### config.mk
export PLATFORM = sky130hd
export DESIGN_NAME = mem_arbiter
export DESIGN_NICKNAME = d
export VERILOG_FILES = /design/src/rtl/mem_arbiter.sv
export SDC_FILE = /design/constraint.sdc
export NUM_CORES = 1
export LEC_CHECK = 0
export CAP_MARGIN = 20
export CORE_MARGIN = 2
export CORE_UTILIZATION = 41
export CTS_BUF_LIST = sky130_fd_sc_hd__clkbuf_2 sky130_fd_sc_hd__clkbuf_4 sky130_fd_sc_hd__clkbuf_8
export CTS_CLUSTER_DIAMETER = 30
export DETAILED_ROUTE_END_ITERATION = 10
export GPL_TIMING_DRIVEN = 0
export PLACE_DENSITY = 0.82
export RECOVER_POWER = 50
export SLEW_MARGIN = 5
export SYNTH_ARGS = -nofsm -noshare
export SYNTH_HDL_FRONTEND = slang
export SYNTH_SLANG_ARGS = --single-unit
### constraint.sdc
create_clock -name clka -period 2.34 [get_ports clka]
set_input_delay 0.351 -clock clka [delete_from_list [all_inputs] [get_ports clka]]
set_output_delay 0.351 -clock clka [all_outputs]
set_load 0.01 [all_outputs]
### src/rtl/mem_arbiter.sv
// Two-port round-robin arbiter for the shared single-port table memory.
// It has an optional per-port lock and returns read data in order after a fixed latency.
module mem_arbiter #(
  parameter int ADDR_W      = 13,
  parameter int DATA_W      = 9,
  parameter int MEM_LATENCY = 1
) (
  input  logic              clka,
  input  logic              rst,
  input  logic              req0,
  input  logic              we0,
  input  logic [ADDR_W-1:0] addr0,
  input  logic [DATA_W-1:0] din0,
  input  logic              lock0,
  output logic              gnt0,
  output logic              rvalid0,
  output logic [DATA_W-1:0] rdata0,
  input  logic              req1,
  input  logic              we1,
  input  logic [ADDR_W-1:0] addr1,
  input  logic [DATA_W-1:0] din1,
  input  logic              lock1,
  output logic              gnt1,
  output logic              rvalid1,
  output logic [DATA_W-1:0] rdata1,
  output logic              mem_we,
  output logic [ADDR_W-1:0] mem_addr,
  output logic [DATA_W-1:0] mem_din,
  input  logic [DATA_W-1:0] mem_dout
);

  localparam int DEPTH = MEM_LATENCY + 1;

  logic              last_gnt_reg;
  logic              lock_held_reg;
  logic              lock_port_reg;
  logic              elig0;
  logic              elig1;
  logic              xfer;
  logic              sel;
  logic              sel_we;
  logic              sel_lock;
  logic [ADDR_W-1:0] sel_addr;
  logic [DATA_W-1:0] sel_din;
  logic [DEPTH-1:0]  tag_rd_reg;
  logic [DEPTH-1:0]  tag_port_reg;

  // A port is shut out whenever the other port owns the lock, even if the owner is idle.
  assign elig0 = req0 && !rst && !(lock_held_reg && lock_port_reg);
  assign elig1 = req1 && !rst && !(lock_held_reg && !lock_port_reg);
  assign gnt0  = elig0 && !(elig1 && !last_gnt_reg);
  assign gnt1  = elig1 && !(elig0 && last_gnt_reg);
  assign xfer  = gnt0 | gnt1;
  assign sel   = gnt1;

  assign sel_we   = sel ? we1   : we0;
  assign sel_lock = sel ? lock1 : lock0;
  assign sel_addr = sel ? addr1 : addr0;
  assign sel_din  = sel ? din1  : din0;

  always_ff @(posedge clka or posedge rst) begin
    if (rst) begin
      last_gnt_reg  <= 1'b1;
      lock_held_reg <= 1'b0;
      lock_port_reg <= 1'b0;
      mem_we        <= 1'b0;
      mem_addr      <= '0;
      mem_din       <= '0;
    end else if (xfer) begin
      last_gnt_reg <= sel;
      mem_we       <= sel_we;
      mem_addr     <= sel_addr;
      mem_din      <= sel_din;
      if (sel_lock) begin
        lock_held_reg <= 1'b1;
        lock_port_reg <= sel;
      end else if (lock_held_reg && (lock_port_reg == sel)) begin
        lock_held_reg <= 1'b0;
      end
    end else begin
      mem_we <= 1'b0;
    end
  end

  // Tag stage MEM_LATENCY lines up with mem_dout for the access issued DEPTH edges earlier.
  always_ff @(posedge clka or posedge rst) begin
    if (rst) begin
      tag_rd_reg   <= '0;
      tag_port_reg <= '0;
    end else begin
      tag_rd_reg   <= {tag_rd_reg[DEPTH-2:0], xfer & ~sel_we};
      tag_port_reg <= {tag_port_reg[DEPTH-2:0], sel};
    end
  end

  always_ff @(posedge clka or posedge rst) begin
    if (rst) begin
      rvalid0 <= 1'b0;
      rvalid1 <= 1'b0;
      rdata0  <= '0;
      rdata1  <= '0;
    end else begin
      rvalid0 <= tag_rd_reg[MEM_LATENCY] && !tag_port_reg[MEM_LATENCY];
      rvalid1 <= tag_rd_reg[MEM_LATENCY] && tag_port_reg[MEM_LATENCY];
      if (tag_rd_reg[MEM_LATENCY] && !tag_port_reg[MEM_LATENCY]) begin
        rdata0 <= mem_dout;
      end
      if (tag_rd_reg[MEM_LATENCY] && tag_port_reg[MEM_LATENCY]) begin
        rdata1 <= mem_dout;
      end
    end
  end

endmodule

==> results of run 1 <==
routing by layer:
layer / vias to the layer above / wire length (um)
met5: - / 0
met1: 777 / 2310
met2: 72 / 2460
met3: 7 / 398
li1: 769 / -
met4: 0 / 63
timing repair:
item | CTS | global route
gates resized for setup | 11 | 0
hold buffers | 0 | 0
endpoints found under the setup margin | 22 | 0
worst max-delay path, cell delays in order:
cell and delay, ns:
clkdlybuf4s50_1 0.51, a21boi_2 0.22, nand2_2 0.11, a21o_4 0.23, inv_1 0.10, dlygate4sd2_1 0.28
cell usage after synthesis (all sizes together):
| master | count |
|---|---|
| nand2b | 24 |
| dfrtp | 49 |
| buf | 7 |
| nand3 | 1 |
| o221a | 22 |
| dfstp | 1 |
| o21ai | 1 |
| a21o | 1 |
| a31o | 1 |
| nand2 | 3 |
| o22ai | 2 |
| mux2 | 18 |
| o221ai | 1 |
| a21boi | 1 |
| a222oi | 1 |
| a22o | 1 |
| inv | 9 |
| a21oi | 2 |
| nor2 | 2 |
path summary, 6_finish.rpt:
check / depth (start not counted) / to / from
setup / recovery: 6 / gnt0 / req0
max in group asynchronous: 2 / mem_addr[12]$_DFFE_PP0P_ / rst
hold / removal: 2 / mem_addr[11]$_DFFE_PP0P_ / rst
setup reg to reg: 5 / mem_addr[9]$_DFFE_PP0P_ / lock_port_reg$_DFFE_PP0P_
hold reg to reg: 0 / tag_port_reg[1]$_DFF_PP0_ / tag_port_reg[0]$_DFF_PP0_
min in group clka: 0 / tag_port_reg[1]$_DFF_PP0_ / tag_port_reg[0]$_DFF_PP0_
cell type report:
cell class	instances	share of cell area
tap	67	0.0252
clock inverter	2	0.00413
multi-input combinational	81	0.219
timing repair buffer	105	0.313
buffer	7	0.0195
inverter	9	0.0180
clock buffer	6	0.0229
timing repair inverter	2	0.00301
sequential	50	0.376
metrics by stage:
stage	TNS (ns)	setup WS, ns	instances
finish	0	0.188	329
floorplan	0	0.439	147
detailed placement	-9.62	-0.862	319
global route	0	0.0758	329
global placement	-9.15	-0.850	319
CTS	0	0.175	329
cells by family after synthesis:
family / count (synthesis)
AOI/OAI and AO/OA: 33
muxes: 18
and+or+nand+nor: 30
DFF: 50
buffers and inverters: 16
power breakdown:
group / switching [uW] / leakage (uW) / internal [uW]
Clock: 281 / 0.0000486 / 223
Combinational: 658 / 0.000756 / 1120
Sequential: 196 / 0.000577 / 1260
Total: 1140 / 0.00138 / 2610
==> metrics.md, run 1 <==
| Metric | Value |
|---|---|
| Max-slew violations | `0` |
| Clock Sink Count | `50` |
| DR WL/cell | `15.9 um` |
| Hold Path Class | `in2async` |
| WP data arrival | `1.80 ns` |
| Endpoints failing hold | `0` |
| # nets final | `322` |
| Fmax | `465 MHz` |
| Layout cells sized above 1 | `0.145` |
| PwrDens | `1120 nW/um^2` |
| Slew HR | `0.240` |
| Worst-margin pin slew | `1.13 ns` |
| Met2 Usage GRT | `0.311` |
| Seq. cell area | `1250 sq um` |
| Die width | `75.2 um` |
| Antenna Cells | `0` |
| RSZ-0062 raised after global routing | `false` |
| Largest reg by FF count | `mem_addr` |
| Top post-synthesis cells by area | `dfrtp_1, o221a_1, nand2b_1` |
| DP Wirelength | `3740 um` |
| Simple-Gate Fraction of Synth Area | `0.0872` |
| Die Span Y | `75.2 um` |
| Die Footprint | `5660 sq um` |
| Reg2Reg Setup Slack | `0.80 ns` |
| Ys Warns | `0` |
| CP Capture Type | `output port` |
| Hold slack final | `0.146 ns` |
| Met1 Usage GRT | `0.253` |
| Htree depth | `2` |
| Critical Path RT | `1.99 ns` |
| Sequential-to-total area share from yosys stat | `0.602` |
| Syn Inst Count | `147` |
| Mux cell area share after synthesis | `0.0974` |
| Final min period | `2.15 ns` |
| Multi-input logic area | `728 sq um` |
| Max reg flops | `13` |
| Clk_lat worst skew | `0.30 ns` |
| Peak supply drop | `0.527 mV` |
| Synth-to-Final Area Change | `60.1%` |
| First-pass DRT Iterations | `4` |
| Row count | `25` |
| Post-Place Cell Area | `3220 sq um` |
| Critical path fanouts, max | `6` |
| Period utilisation layout | `0.920` |
| Yosys reg bits | `50` |
| Initial antenna violation count | `0` |
| Iter 0 DRT Violations | `105` |
| Met3 GRT Util | `0.0455` |
| Post-synthesis compound-gate area fraction | `0.165` |
| Via density | `4.94` |
| Worst clock skew | `0.00706 ns` |
| Crit path kind | `in2out` |
| Routed WL | `5230 um` |
| Mapped Nets | `208` |
| Global routing's busiest layer | `met2` |
| Max-cap violations | `0` |
| Initial core utilization | `0.432` |
| Setup Fix Bufs, Post-CTS | `0` |
| Vias in the first global route | `1628` |
| Leakage | `0.00138 uW` |
| Largest area contributor in the netlist | `dfrtp_1` |
| Clock root cell | `clkbuf_8` |
| Gpl congestion | `0.757` |
| Mean post-synth cell area | `14.2 sq um` |
| Final design utilization | `0.691` |
| Clk slew on worst S/H paths | `0.09 ns` |
| Main combinational cell family by area after synthesis | `compound AO/OA/AOI/OAI gates` |
| CTS tree | `built` |
| Final instance area | `3330 sq um` |
| Total power | `3740 uW` |
| Commonest non-fill, non-tap cell in the layout | `clkdlybuf4s50_1` |
| Post-Syn Area | `2080 sq um` |
| Tot GR Track Use | `0.189` |
| CTS Buffer Depth | `2` |
| Cts bufs inserted | `5` |
| Startpoint types | `primary input` |
| # setup viols final | `0` |
| Post-synth cell types | `24` |
| Status | `complete, no violations` |
| Largest net degree at the start of global routing | `27` |
| Total grt overflow | `0` |
| Most frequent cells in the layout | `clkdlybuf4s50_1, dfrtp_1, nand2b_1` |
| First-pass GRT wire length | `7970 um` |
| Antenna viol nets, final | `0` |
| Via count | `1625` |
| Synth Area in Adders | `0` |
| Num ports | `106` |
| Number of buffers inserted by port buffering | `105` |
| DRC errors left | `0` |
| Core footprint | `4820 sq um` |
| Filler cells | `388` |
| Post-Synth XOR/XNOR Area | `0` |
| Yosys top cell area share | `0.589` |
(Power assumes the default switching activity.)
==> run 2: changes to the inputs <==
--- a/config.mk
+++ b/config.mk
@@ -12,8 +12,9 @@
 export CTS_CLUSTER_DIAMETER = 30
 export DETAILED_ROUTE_END_ITERATION = 10
 export GPL_TIMING_DRIVEN = 0
-export PLACE_DENSITY = 0.82
+export PLACE_DENSITY = 0.91
 export RECOVER_POWER = 50
+export SKIP_LAST_GASP = 1
 export SLEW_MARGIN = 5
 export SYNTH_ARGS = -nofsm -noshare
 export SYNTH_HDL_FRONTEND = slang
==> run 2 against run 1 <==
Clock skew about the same. Routed wire length about the same. Highest routed layer unchanged. Largest cell class unchanged. Via count up 1.2%. Largest power group unchanged. Sequential cell count unchanged. Sequential power about the same. Final area up 0.49%. Fmax down 2.1%. Final cell count up 0.91%. Sequential share of layout area down 0.18 points. Global-route usage down 0.29 points. Non-clock buffer count up 4.
==> metrics.md, run 2 (synthesis results as in run 1) <==
| Metric | Value |
|---|---|
| Htree depth | `2` |
| Fmax | `455 MHz` |
| Total negative setup slack | `0 ns` |
| Core footprint | `4820 sq um` |
| DR WL/cell | `15.8 um` |
| Die Footprint | `5660 sq um` |
| Iter 0 DRT Violations | `74` |
| Vias in the first global route | `1678` |
| Crit path kind | `reg2out` |
| Clk slew on worst S/H paths | `0.09 ns` |
| CP Capture Type | `output port` |
| Gpl congestion | `0.794` |
| Most frequent cells in the layout | `clkdlybuf4s50_1, dfrtp_1, nand2b_1` |
| DP Wirelength | `3730 um` |
| Final min period | `2.20 ns` |
| CP delay by family, top | `buffers and inverters` |
| WP data arrival | `1.85 ns` |
| Row count | `25` |
| Routed WL | `5230 um` |
| Die width | `75.2 um` |
| Slowest-stage cell, CP | `clkdlybuf4s50_1` |
| Hold slack final | `0.164 ns` |
| CTS tree | `built` |
| Tot GR Track Use | `0.187` |
| Leakage | `0.00138 uW` |
| Total power | `3770 uW` |
| Via density | `4.95` |
| # setup viols final | `0` |
| Critical-path cell list | `nand2b_1 -> nand3_2 -> a31o_4 -> inv_2 -> clkdlybuf4s50_1` |
| Period utilisation layout | `0.939` |
| Clock root cell | `clkbuf_8` |
| Slowest stage delay, CP | `0.54 ns` |
| Total grt overflow | `0` |
| Clock Sink Count | `50` |
| Initial core utilization | `0.432` |
| RSZ-0062 raised after global routing | `false` |
| Slew HR | `0.199` |
| Clk_lat worst skew | `0.30 ns` |
| Filler cells | `389` |
| Max reg flops | `13` |
| PwrDens | `1120 nW/um^2` |
| Die Span Y | `75.2 um` |
| Critical Path RT | `1.99 ns` |
| Commonest non-fill, non-tap cell in the layout | `clkdlybuf4s50_1` |
| Antenna viol nets, final | `0` |
| Cts hold-fix bufs | `0` |
| Largest net degree at the start of global routing | `27` |
| CTS Buffer Depth | `2` |
| Num ports | `106` |
| # nets final | `326` |
| Status | `complete, no violations` |
| Max-slew violations | `0` |
| Peak supply drop | `0.543 mV` |
| Synth-to-Final Area Change | `60.9%` |
| Critical path fanouts, max | `6` |
| Startpoint types | `flop` |
| Initial antenna violation count | `0` |
| Cts bufs inserted | `5` |
| First-pass GRT wire length | `7870 um` |
| Worst-margin pin slew | `1.19 ns` |
| Endpoints failing hold | `0` |
| Hold Path Class | `in2async` |
| DRC errors left | `0` |
| Max-cap violations | `0` |
| Antenna Cells | `0` |
| First-pass DRT Iterations | `4` |
| Largest reg by FF count | `mem_addr` |
| Layout cells sized above 1 | `0.158` |
| Buffers and inverters on the worst path | `2` |
| Via count | `1645` |
| Worst clock skew | `0.00710 ns` |
| Number of buffers inserted by port buffering | `105` |
run 2: report_power, final:
part | leakage (uW) | total [uW] | switching (uW) | internal (uW)
logic | 0.000767 | 1820 | 670 | 1150
clock network | 0.0000362 | 482 | 278 | 204
registers | 0.000577 | 1470 | 204 | 1260
run 2: area by class of cell:
cell class / instances / area (sq um) / share of cell area
Sequential cell: 50 / 1250 / 0.374
Timing Repair Buffer: 109 / 1070 / 0.320
Multi-Input combinational cell: 81 / 744 / 0.222
Tap cell: 67 / 83.8 / 0.0250
Clock buffer: 5 / 68.8 / 0.0206
Buffer: 7 / 65.1 / 0.0194
Inverter: 9 / 35.0 / 0.0105
Clock inverter: 2 / 15.0 / 0.00449
Timing Repair inverter: 2 / 10.0 / 0.00299
run 2: worst reg2reg max path, stage by stage (launching register included):
cell	delay, ns
dfrtp_1	0.41
buf_4	0.15
a21boi_4	0.16
nand2_2	0.10
a21o_4	0.23
buf_6	0.15
o221a_1	0.25
run 2: through the flow:
stage / util / area [sq um] / setup WS (ns) / cells
after CTS: 0.696 / 3350 / -0.0270 / 328
after global placement: 0.668 / 3220 / -0.813 / 319
after global routing: 0.695 / 3350 / 0.0231 / 332
after detailed placement: 0.668 / 3220 / -0.819 / 319
final: 0.695 / 3350 / 0.142 / 332
after floorplan: - / 2080 / 0.439 / 147
run 2: per-layer routing:
layer | vias up | wire length [um] | track usage | part of all wire
met5 | - | 0 | 0 | 0
met4 | 0 | 28 | 0.0468 | 0.0054
met3 | 4 | 280 | 0.0455 | 0.054
met2 | 67 | 2680 | 0.318 | 0.51
met1 | 799 | 2240 | 0.241 | 0.43
li1 | 775 | - | - | -
run 2: path summary, 6_finish.rpt:
kind | start | end | slack (ns) | cells after the start
setup / recovery | lock_port_reg$_DFFE_PP0P_ | gnt1 | 0.14 | 5
hold / removal | rst | mem_addr[10]$_DFFE_PP0P_ | 0.16 | 2
setup reg to reg | lock_port_reg$_DFFE_PP0P_ | mem_din[0]$_DFFE_PP0P_ | 0.78 | 6
hold reg to reg | tag_rd_reg[0]$_DFF_PP0_ | tag_rd_reg[1]$_DFF_PP0_ | 0.36 | 0
max in group asynchronous | rst | mem_din[8]$_DFFE_PP0P_ | 1.40 | 2
min in group clka | tag_rd_reg[0]$_DFF_PP0_ | tag_rd_reg[1]$_DFF_PP0_ | 0.36 | 0
run 2: repair_timing:
action	4_1_cts	5_1_grt
buffers inserted	0	4
gates resized for setup	10	3
endpoints found under the setup margin	2	1
gates cloned	2	0
==> RTL edit, RTL diff (config.mk and constraints of run 1) <==
Make the reset (`rst`) synchronous in 3 clocked blocks.
--- a/src/rtl/mem_arbiter.sv
+++ b/src/rtl/mem_arbiter.sv
@@ -58,7 +58,7 @@
   assign sel_addr = sel ? addr1 : addr0;
   assign sel_din  = sel ? din1  : din0;
 
-  always_ff @(posedge clka or posedge rst) begin
+  always_ff @(posedge clka) begin
     if (rst) begin
       last_gnt_reg  <= 1'b1;
       lock_held_reg <= 1'b0;
@@ -83,7 +83,7 @@
   end
 
   // Tag stage MEM_LATENCY lines up with mem_dout for the access issued DEPTH edges earlier.
-  always_ff @(posedge clka or posedge rst) begin
+  always_ff @(posedge clka) begin
     if (rst) begin
       tag_rd_reg   <= '0;
       tag_port_reg <= '0;
@@ -93,7 +93,7 @@
     end
   end
 
-  always_ff @(posedge clka or posedge rst) begin
+  always_ff @(posedge clka) begin
     if (rst) begin
       rvalid0 <= 1'b0;
       rvalid1 <= 1'b0;
Function: differs if rst is asserted again (counterexample within 4 cycles, from zero or initial values and one cycle with rst high); with rst held inactive, the same outputs for 10 cycles.
==> RTL edit against run 1 <==
Worst setup slack got worse by 97 ps. Routed wire length rose by 8.5%. Sequential share of layout area fell by 7.3 points. Utilization fell by 0.15 points. Non-clock buffer count rose by 10. Cell area fell by 0.86%. Sequential cell count did not move. Synthesized area fell by 1.0%. Critical endpoint unchanged. Largest cell class is now buffers.
Power is not compared: it rests on default switching activity, and its combinational part moved more than twofold at a synthesized area within 25%.
==> RTL edit: results (changes against run 1) <==
- Worst-case reg-to-reg path depth: 4 (was 5)
- Maximum vdd drop: 299 µV
- Fillers: 405 (was 388)
- Share of cells above drive strength 1: 0.0756 (was 0.145)
- RR Startpoint: lock_port_reg (unchanged)
- Clock Tree Buf Depth: 2 (unchanged)
- Synth top cells by count: dfxtp_1, inv_1, nand2_1 (was dfrtp_1, nand2b_1, o221a_1)
- Seq/Total Area, Yosys: 0.486 (was 0.602)
- Final hold violations: 0 (unchanged)
- Largest register FFs: 13 (unchanged)
- Ranking of synthesized cells by area: dfxtp_1, o221ai_1, inv_1 (was dfrtp_1, o221a_1, nand2b_1)
- Synth unique cells: 29 (was 24)
- # Post-CTS Setup Buffers: 0 (unchanged)
- Vias: 2073 (was 1625)
- Largest net degree at the start of global routing: 15 (was 27)
- Clock-pin slew on the worst setup and hold paths: 90 ps (about the same)
- Max-slew violation count: 0 (unchanged)
- Post-synthesis async set-or-reset flop share: 0 (was 1.00)
- Crit Path Max Fanout: 6 (unchanged)
- First-pass GRT wire length: 9030 µm (was 7970 µm)
- WHS Path Cells: 2
- DRT iter0 DRCs: 83 (was 105)
- CP max stage delay: 550 ps (was 510 ps)
- Final ANT Viol Nets: 0 (unchanged)
- Syn_nets: 306 (was 208)
- Hold Path Class: in -> reg (was in -> async)
- Worst r2r dst: mem_addr[11] (was mem_addr[9])
- Most used DFF post-synth: dfxtp_1 (was dfrtp_1)
- Total track usage: 0.206 (was 0.189)
- Largest Register: mem_addr (unchanged)
- Status: complete, no violations (unchanged)
- Vias in the first global route: 2042 (was 1628)
- Crit path arrival time: 1900 ps (was 1800 ps)
- FF-to-FF setup slack: 880 ps (was 800 ps)
- DP HPWL: 4350 µm (was 3740 µm)
- Avg WL per Cell: 13.4 µm (was 15.9 µm)
- Port-buffer cells: 104 (was 105)
- Layout Nets: 417 (was 322)
- GP Congestion: 0.807 (was 0.757)
- Tightest Pin Transition: 488 ps (was 1130 ps)
- Clock skew: 6.82 ps (was 7.06 ps)
==> RTL edit: worst max path at each step <==
stage                       to  slack (ps)  depth (start not counted)
final                     gnt0          90                          5
after global placement    gnt1          10                          6
after global routing      gnt0          20                          5
after floorplan           gnt1        1060                          5
after CTS                 gnt0          10                          5
after detailed placement  gnt1         -20                          6
==> RTL edit: per-layer routing <==
metal,vias up,global-route usage,part of all wire
li1,1049,-,-
met1,938,0.242,0.43
met2,82,0.360,0.48
met3,4,0.0683,0.085
met4,0,0.0595,0.0060
met5,-,0,0
==> RTL edit: kinds of logic after synthesis <==
kind of cell           count (synthesis)  share of synthesized area
and+or+nand+nor                       79                      0.197
buffers and inverters                 67                      0.141
DFF                                   50                      0.486
AOI/OAI and AO/OA                     48                      0.171
muxes                                  1                    0.00486
==> RTL edit: repair_timing <==
item,4_1_cts,5_1_grt
pin swaps,0,0
gates resized for setup,1,2
hold buffers,0,0
hold endpoints to repair,0,0
setup endpoints to repair,1,2
==> RTL edit: area by class of cell <==
type | count | area [µm²] | share of cell area
clock inverter | 1 | 30.0 | 0.00909
timing repair buffer | 104 | 1040 | 0.316
inverter | 49 | 184 | 0.0557
clock buffer | 7 | 83.8 | 0.0254
tap | 67 | 83.8 | 0.0254
sequential | 50 | 1000 | 0.303
multi-input combinational | 128 | 769 | 0.233
buffer | 18 | 106 | 0.0322
==> RTL edit: power by group through the flow <==
stage                     Clock [W]  Sequential, W  Combinational (W)
after floorplan                   0       0.000980           0.000150
after global placement            0       0.000956           0.000414
after detailed placement          0       0.000960           0.000419
after CTS                  0.000622       0.000940           0.000423
after global routing       0.000665       0.000947           0.000449
final                      0.000615       0.000939           0.000413
==> RTL edit: through the flow <==
| stage | instances | hold WS (ps) | instance area, µm² | setup WS [ps] | total power, W |
|---|---|---|---|---|---|
| final | 424 | 255 | 3300 | 90.7 | 0.00197 |
| after global placement | 416 | 417 | 3180 | 14.4 | 0.00137 |
| after global routing | 424 | 261 | 3300 | 15.8 | 0.00206 |
| after floorplan | 245 | 414 | 2060 | 1060 | 0.00113 |
| after detailed placement | 416 | 426 | 3180 | -15.6 | 0.00138 |
| after CTS | 424 | 248 | 3300 | 11.4 | 0.00199 |
==> RTL edit: worst max-delay path, delay by kind of cell <==
kind          cells  cell delay [ps]
buf+inv           3             1180
simple gates      2              370
